**config.mk**
```make
export PLATFORM = sky130hd
export DESIGN_NAME = pifo_pop_collector_flat
export DESIGN_NICKNAME = d
export VERILOG_FILES = /design/src/rtl/pifo_pop_collector_if.sv /design/src/rtl/pifo_pop_collector.sv /design/src/flat_wrapper.sv
export SDC_FILE = /design/constraint.sdc
export NUM_CORES = 2
export LEC_CHECK = 0
export ABC_AREA = 0
export BUFFER_PORTS_ARGS = -buffer_cell sky130_fd_sc_hd__buf_2
export CORE_MARGIN = 3
export CORE_UTILIZATION = 50
export DETAILED_ROUTE_END_ITERATION = 7
export HOLD_SLACK_MARGIN = 0.05
export PLACE_DENSITY = 0.67
export SLEW_MARGIN = 20
export SYNTH_ARGS = -nofsm -noshare
export SYNTH_HDL_FRONTEND = slang
export SYNTH_SLANG_ARGS = --single-unit
```
**constraint.sdc**
```tcl
create_clock -name i_clk -period 15.4 [get_ports i_clk]
set_input_delay 3.08 -clock i_clk [delete_from_list [all_inputs] [get_ports i_clk]]
set_output_delay 3.08 -clock i_clk [all_outputs]
set_load 0.01 [all_outputs]
```
**src/rtl/pifo_pop_collector_if.sv**
```systemverilog
// Signal bundle between PIFO pop issuers / result lanes and the pop collector,
// including the egress valid/ready stream and status flags.
interface pifo_pop_collector_if #(
    parameter int PTW       = 16,
    parameter int MTW       = 0,
    parameter int LEVEL     = 4,
    parameter int TREE_NUM  = 4,
    parameter int OUT_DEPTH = 16
);
    localparam int DW  = MTW + PTW;
    localparam int TNB = $clog2(TREE_NUM);
    localparam int CW  = $clog2(OUT_DEPTH) + 1;

    logic [LEVEL-1:0]           i_pop_issue;
    logic [LEVEL-1:0][TNB-1:0]  i_pop_issue_tree_id;
    logic [LEVEL-1:0]           i_is_level0_pop;
    logic [LEVEL-1:0][TNB-1:0]  i_tree_id;
    logic [LEVEL-1:0][DW-1:0]   i_pop_data;
    logic                       o_valid;
    logic                       i_ready;
    logic [DW-1:0]              o_data;
    logic [TNB-1:0]             o_tree_id;
    logic                       o_pop_stall;
    logic                       o_overflow;
    logic                       o_err_unexpected;
    logic [CW-1:0]              o_count;

    modport master (
        output i_pop_issue, i_pop_issue_tree_id, i_is_level0_pop, i_tree_id,
               i_pop_data, i_ready,
        input  o_valid, o_data, o_tree_id, o_pop_stall, o_overflow,
               o_err_unexpected, o_count
    );

    modport slave (
        input  i_pop_issue, i_pop_issue_tree_id, i_is_level0_pop, i_tree_id,
               i_pop_data, i_ready,
        output o_valid, o_data, o_tree_id, o_pop_stall, o_overflow,
               o_err_unexpected, o_count
    );
endinterface

```
**src/rtl/pifo_pop_collector.sv**
```systemverilog
// Compacts up to LEVEL pop results per cycle into one result FIFO and tracks
// outstanding pops per tree for issue backpressure. Option: PIFO_COLLECT_EMPTY_FILTER_EN.
module pifo_pop_collector #(
    parameter int PTW       = 16,
    parameter int MTW       = 0,
    parameter int LEVEL     = 4,
    parameter int TREE_NUM  = 4,
    parameter int OUT_DEPTH = 16,
    parameter int OCW       = 5
) (
    input  logic                 i_clk,
    input  logic                 i_arst_n,
    pifo_pop_collector_if.slave  bus
);
    localparam int DW       = MTW + PTW;
    localparam int TNB      = $clog2(TREE_NUM);
    localparam int AW       = $clog2(OUT_DEPTH);
    localparam int CW       = AW + 1;
    localparam int EW       = TNB + DW;
    localparam int LW       = $clog2(LEVEL + 1);
    localparam int NW       = OCW + LW + 1;
    localparam int TW       = OCW + TNB + 1;
    localparam int SW       = CW + TW + 2;
    localparam int OCNT_MAX = (2 ** OCW) - 1;

    logic [LEVEL-1:0]           cap_v_q,  cap_v_d;
    logic [LEVEL-1:0][TNB-1:0]  cap_id_q, cap_id_d;
    logic [LEVEL-1:0][DW-1:0]   cap_d_q,  cap_d_d;
    logic [EW-1:0]              mem_q [OUT_DEPTH];
    logic [EW-1:0]              mem_d [OUT_DEPTH];
    logic [AW-1:0]              wr_ptr_q, wr_ptr_d;
    logic [AW-1:0]              rd_ptr_q, rd_ptr_d;
    logic [CW-1:0]              count_q,  count_d;
    logic [EW-1:0]              head_q,   head_d;
    logic [OCW-1:0]             outst_q [TREE_NUM];
    logic [OCW-1:0]             outst_d [TREE_NUM];
    logic [TW-1:0]              tot_q,    tot_d;
    logic                       stall_q,  stall_d;
    logic                       overflow_q, overflow_d;
    logic                       err_q,    err_d;

    logic [LEVEL-1:0]           wr_mask;
    logic                       rd_en;
    logic [CW-1:0]              free;
    logic [CW-1:0]              n_wr;
    logic                       drop;
    logic [LW-1:0]              inc;
    logic [LW-1:0]              dec;
    logic [NW-1:0]              base;
    logic [NW-1:0]              diff;

    always_comb begin
        cap_v_d  = bus.i_is_level0_pop;
        cap_id_d = bus.i_tree_id;
        cap_d_d  = bus.i_pop_data;

        wr_mask = cap_v_q;
`ifdef PIFO_COLLECT_EMPTY_FILTER_EN
        for (int k = 0; k < LEVEL; k++) begin
            if (cap_d_q[k] == {DW{1'b1}}) begin
                wr_mask[k] = 1'b0;
            end
        end
`endif

        rd_en = (count_q != '0) && bus.i_ready;
        free  = CW'(OUT_DEPTH) - count_q + CW'(rd_en);

        // Once one lane fails to fit, every higher lane fails too, so this
        // keeps the lowest-indexed lanes and packs them contiguously.
        mem_d = mem_q;
        n_wr  = '0;
        drop  = 1'b0;
        for (int k = 0; k < LEVEL; k++) begin
            if (wr_mask[k]) begin
                if (n_wr < free) begin
                    mem_d[wr_ptr_q + AW'(n_wr)] = {cap_id_q[k], cap_d_q[k]};
                    n_wr = n_wr + CW'(1);
                end else begin
                    drop = 1'b1;
                end
            end
        end

        wr_ptr_d   = wr_ptr_q + AW'(n_wr);
        rd_ptr_d   = rd_ptr_q + AW'(rd_en);
        count_d    = count_q + n_wr - CW'(rd_en);
        head_d     = mem_d[rd_ptr_d];
        overflow_d = overflow_q | drop;
    end

    always_comb begin
        err_d   = err_q;
        tot_d   = tot_q;
        outst_d = outst_q;
        inc     = '0;
        dec     = '0;
        base    = '0;
        diff    = '0;
        for (int t = 0; t < TREE_NUM; t++) begin
            inc = '0;
            dec = '0;
            for (int k = 0; k < LEVEL; k++) begin
                if (bus.i_pop_issue[k] && (bus.i_pop_issue_tree_id[k] == TNB'(t))) begin
                    inc = inc + LW'(1);
                end
                if (cap_v_q[k] && (cap_id_q[k] == TNB'(t))) begin
                    dec = dec + LW'(1);
                end
            end
            base = NW'(outst_q[t]) + NW'(inc);
            if (NW'(dec) > base) begin
                diff  = '0;
                err_d = 1'b1;
            end else begin
                diff = base - NW'(dec);
            end
            if (diff > NW'(OCNT_MAX)) begin
                diff = NW'(OCNT_MAX);
            end
            outst_d[t] = OCW'(diff);
            tot_d      = tot_d + TW'(outst_d[t]) - TW'(outst_q[t]);
        end
        stall_d = (SW'(OUT_DEPTH) - SW'(count_d)) < (SW'(tot_d) + SW'(LEVEL));
    end

    always_ff @(posedge i_clk or negedge i_arst_n) begin
        if (!i_arst_n) begin
            cap_v_q    <= '0;
            cap_id_q   <= '0;
            cap_d_q    <= '0;
            wr_ptr_q   <= '0;
            rd_ptr_q   <= '0;
            count_q    <= '0;
            head_q     <= '0;
            tot_q      <= '0;
            stall_q    <= 1'b0;
            overflow_q <= 1'b0;
            err_q      <= 1'b0;
            for (int i = 0; i < OUT_DEPTH; i++) begin
                mem_q[i] <= '0;
            end
            for (int t = 0; t < TREE_NUM; t++) begin
                outst_q[t] <= '0;
            end
        end else begin
            cap_v_q    <= cap_v_d;
            cap_id_q   <= cap_id_d;
            cap_d_q    <= cap_d_d;
            wr_ptr_q   <= wr_ptr_d;
            rd_ptr_q   <= rd_ptr_d;
            count_q    <= count_d;
            head_q     <= head_d;
            tot_q      <= tot_d;
            stall_q    <= stall_d;
            overflow_q <= overflow_d;
            err_q      <= err_d;
            mem_q      <= mem_d;
            outst_q    <= outst_d;
        end
    end

    assign bus.o_valid          = (count_q != '0);
    assign bus.o_data           = head_q[DW-1:0];
    assign bus.o_tree_id        = head_q[EW-1:DW];
    assign bus.o_count          = count_q;
    assign bus.o_pop_stall      = stall_q;
    assign bus.o_overflow       = overflow_q;
    assign bus.o_err_unexpected = err_q;
endmodule

```
**src/flat_wrapper.sv**
```systemverilog
// flat-port wrapper written by rule: the top's interface ports become plain ports
module pifo_pop_collector_flat 
#(
    parameter int PTW       = 16,
    parameter int MTW       = 0,
    parameter int LEVEL     = 4,
    parameter int TREE_NUM  = 4,
    parameter int OUT_DEPTH = 16,
    parameter int OCW       = 5
)
  (i_clk, i_arst_n, bus_i_pop_issue, bus_i_pop_issue_tree_id, bus_i_is_level0_pop, bus_i_tree_id, bus_i_pop_data, bus_i_ready, bus_o_valid, bus_o_data, bus_o_tree_id, bus_o_pop_stall, bus_o_overflow, bus_o_err_unexpected, bus_o_count);
  pifo_pop_collector_if #(.PTW(PTW), .MTW(MTW), .LEVEL(LEVEL), .TREE_NUM(TREE_NUM), .OUT_DEPTH(OUT_DEPTH)) bus_i ();
  input  logic i_clk;
  input  logic i_arst_n;
  input wire logic [$bits(bus_i.i_pop_issue)-1:0] bus_i_pop_issue;
  input wire logic [$bits(bus_i.i_pop_issue_tree_id)-1:0] bus_i_pop_issue_tree_id;
  input wire logic [$bits(bus_i.i_is_level0_pop)-1:0] bus_i_is_level0_pop;
  input wire logic [$bits(bus_i.i_tree_id)-1:0] bus_i_tree_id;
  input wire logic [$bits(bus_i.i_pop_data)-1:0] bus_i_pop_data;
  input wire logic [$bits(bus_i.i_ready)-1:0] bus_i_ready;
  output wire logic [$bits(bus_i.o_valid)-1:0] bus_o_valid;
  output wire logic [$bits(bus_i.o_data)-1:0] bus_o_data;
  output wire logic [$bits(bus_i.o_tree_id)-1:0] bus_o_tree_id;
  output wire logic [$bits(bus_i.o_pop_stall)-1:0] bus_o_pop_stall;
  output wire logic [$bits(bus_i.o_overflow)-1:0] bus_o_overflow;
  output wire logic [$bits(bus_i.o_err_unexpected)-1:0] bus_o_err_unexpected;
  output wire logic [$bits(bus_i.o_count)-1:0] bus_o_count;
  assign bus_i.i_pop_issue = bus_i_pop_issue;
  assign bus_i.i_pop_issue_tree_id = bus_i_pop_issue_tree_id;
  assign bus_i.i_is_level0_pop = bus_i_is_level0_pop;
  assign bus_i.i_tree_id = bus_i_tree_id;
  assign bus_i.i_pop_data = bus_i_pop_data;
  assign bus_i.i_ready = bus_i_ready;
  assign bus_o_valid = bus_i.o_valid;
  assign bus_o_data = bus_i.o_data;
  assign bus_o_tree_id = bus_i.o_tree_id;
  assign bus_o_pop_stall = bus_i.o_pop_stall;
  assign bus_o_overflow = bus_i.o_overflow;
  assign bus_o_err_unexpected = bus_i.o_err_unexpected;
  assign bus_o_count = bus_i.o_count;
  pifo_pop_collector #(.PTW(PTW), .MTW(MTW), .LEVEL(LEVEL), .TREE_NUM(TREE_NUM), .OUT_DEPTH(OUT_DEPTH), .OCW(OCW)) u_core (.i_clk(i_clk), .i_arst_n(i_arst_n), .bus(bus_i));
endmodule
```
==> impl_metrics.json <==
{
  "core_area_sq_um": 62300,
  "synthesis.nets": 4022,
  "setup_viol": 0,
  "fp.dieH_um": 258,
  "clk-insertion-delay-late_ns": 0.65,
  "synth_top_area_cell": "dfrtp_1",
  "htree_levels": 2,
  "antenna_left": 0,
  "ys_ff_latch": 426,
  "arrival_ns": 12.12,
  "track_usage": 0.409,
  "slowest_stage": "nand2_1",
  "die_w_um": 258,
  "avgRoutedWirePerCell_um": 30.5,
  "fin_skew_ns": 0.0239,
  "synth_commonest_cells": "dfrtp_1 (426), o21ai_0 (314), nor2_1 (302)",
  "hold_violations": 0,
  "avgViaCountPerCell": 7.11,
  "ys_types": 92,
  "crit_path_end_kind": "register",
  "cts-root-buf": "clkbuf_16",
  "violations": "design-rule violations",
  "r2r_cells": 41,
  "tightest_slew_ns": 1.26,
  "hpwl_mm": 89.8,
  "totalNegativeSetupSlack_ns": 0,
  "drcViolationCount": 2,
  "synth_top_area_frac": 0.335,
  "cts_resized": 0,
  "ys_top_cells_by_area": "dfrtp_1 (34%), o21ai_0 (4.9%), a211oi_1 (4.2%)",
  "gp_congestion": 1.02,
  "drv_slew": 0,
  "status": "finished, violations left",
  "syn-instance-count": 3783,
  "cts.sinks": 426,
  "cts_tree": "yes",
  "critical_path.max_fanout": 17,
  "path_clk_slew_ns": 0.06,
  "syn_avg_cell_area_sq_um": 8.40,
  "grt_pass1_vias": 31066,
  "pin_count": 118,
  "rrSetupSlack_ns": 5.50,
  "relSlewSlack": 0.157,
  "cts_buffers": 51,
  "drt_iter0_drc": 5119,
  "yosysSeqAreaShare": 0.335,
  "grt-ovfl-total": 0,
  "yosys_warnings": 0,
  "fmax_ghz": 0.0865,
  "area_delta_synth_final_pct": 9.46,
  "synth_edf_count": 0,
  "rows": 91,
  "die-area_sq_um": 66600,
  "cpPeakStageDelay_ns": 0.78,
  "wirelength_mm": 140,
  "grt_pass1_wl_mm": 205,
  "postCtsSetupBuffers": 0,
  "cts_hold_buf": 0,
  "worst_ep_required_time_ns": 15.96,
  "critPathKind": "in2reg",
  "fillerInstances": 5796,
  "cts_buffer_depth": 3,
  "layout.nets": 3951,
  "cap_viol_max_count": 0,
  "num_vias": 32643,
  "hold_class": "reg2reg",
  "r2r_end": "u_core.bus.o_pop_stall",
  "drive_above_1_share": 0.127,
  "synth_flop_cell": "dfrtp_1",
  "initial_core_util": 0.510,
  "rsz0062_at_grt": "no",
  "cp-startpoint": "bus_i_ready",
  "synth_most_common_cell": "dfrtp_1",
  "startpoint_type": "input pin",
  "cp-endpoint": "u_core.bus.o_pop_stall",
  "netlist_area_sq_um": 31800,
  "cp_common_cell": "ha_1",
  "antenna_found_initial": 5,
  "async_reset_ff_frac": 1.00,
  "dr.pass1.iters": 8,
  "io_buffer_count": 117,
  "min_period_ns": 11.56,
  "crit-reg2reg-launch": "u_core.bus.o_count[3]",
  "min_period_over_period": 0.751,
  "grt_max_degree": 163
}
layer usage:
layer	global-route usage	routed length, um
met2	0.577	56500
met3	0.149	19900
met5	0.0102	134
met4	0.276	11300
met1	0.519	52200
sequential cells by signal, indices dropped and copies added (netlist names):
| register | flops |
|---|---|
| u_core.bus.o_count | 5 |
| u_core.mem_q | 288 |
| u_core.bus.o_pop_stall | 1 |
| u_core.tot_q | 8 |
| u_core.cap_d_q | 64 |
| u_core.head_q | 18 |
| u_core.wr_ptr_q | 4 |
| u_core.cap_v_q | 4 |
| u_core.bus.o_err_unexpected | 1 |
| u_core.rd_ptr_q | 4 |
| u_core.cap_id_q | 8 |
| u_core.bus.o_overflow | 1 |
| u_core.outst_q | 20 |
cell families after synthesis:
group,synth area share
simple gates,0.164
buf+inv,0.0638
mux,0.0638
fa+ha+maj,0.0702
flops,0.335
xor+xnor,0.0209
compound gates,0.282
area by class of cell:
type	instances	area (sq um)	share of cell area
diodes	2	5.00	0.000144
clock buffers	80	1560	0.0447
clock inverters	13	163	0.00468
flip-flops and latches	426	10700	0.307
repair buffers	215	1360	0.0390
inverters	179	674	0.0194
well taps	837	1050	0.0301
multi-input cells	2839	19300	0.555
critical path: cells and delay by family:
| kind | cells | cell delay, ns |
|---|---|---|
| AO/OA/AOI/OAI | 13 | 2.36 |
| adder cells (fa/ha/maj) | 8 | 2.15 |
| AND/OR/NAND/NOR | 11 | 3.25 |
| multiplexers | 1 | 0.39 |
| buffers and inverters | 5 | 0.56 |
| XOR/XNOR | 2 | 0.30 |
worst min path at each step:
stage | start | cells past startpoint | slack (ns) | to
after floorplan | u_core.rd_ptr_q[0] | 1 | 0.48 | u_core.rd_ptr_q[0]
after global placement | u_core.bus.o_overflow | 1 | 0.46 | u_core.bus.o_overflow
after detailed placement | u_core.bus.o_overflow | 1 | 0.46 | u_core.bus.o_overflow
after CTS | u_core.bus.o_overflow | 1 | 0.48 | u_core.bus.o_overflow
after global routing | u_core.bus.o_overflow | 1 | 0.49 | u_core.bus.o_overflow
final | u_core.bus.o_overflow | 1 | 0.48 | u_core.bus.o_overflow
cells in the final DEF (no fill, tap or decap), drive strengths merged, types with 54 or more instances in the layout:
cell type,synthesis,final
a211oi,183,183
a21oi,240,240
a221oi,57,57
a2bb2oi,78,78
and3,54,54
buf,63,214
clkbuf,276,81
dfrtp,426,426
ha,100,100
inv,177,179
mux2,100,100
mux2i,88,88
nand2,280,280
nand3,98,98
nor2,302,302
nor3,213,213
o21ai,324,324
through the flow:
stage / setup WS (ns) / cells / util / area, sq um / hold slack, ns
5_1_grt: 3.02 / 4590 / 0.558 / 34800 / 0.490
3_3_place_gp: 3.48 / 4495 / 0.530 / 33000 / 0.459
4_1_cts: 3.90 / 4588 / 0.558 / 34700 / 0.480
3_5_place_dp: 3.25 / 4495 / 0.530 / 33000 / 0.458
2_1_floorplan: 4.81 / 3783 / - / 31800 / 0.475
6_report: 3.84 / 4591 / 0.558 / 34800 / 0.476
Power is not shown: default switching activity piles up to over one toggle a cycle in this logic, so the estimate is an artifact.
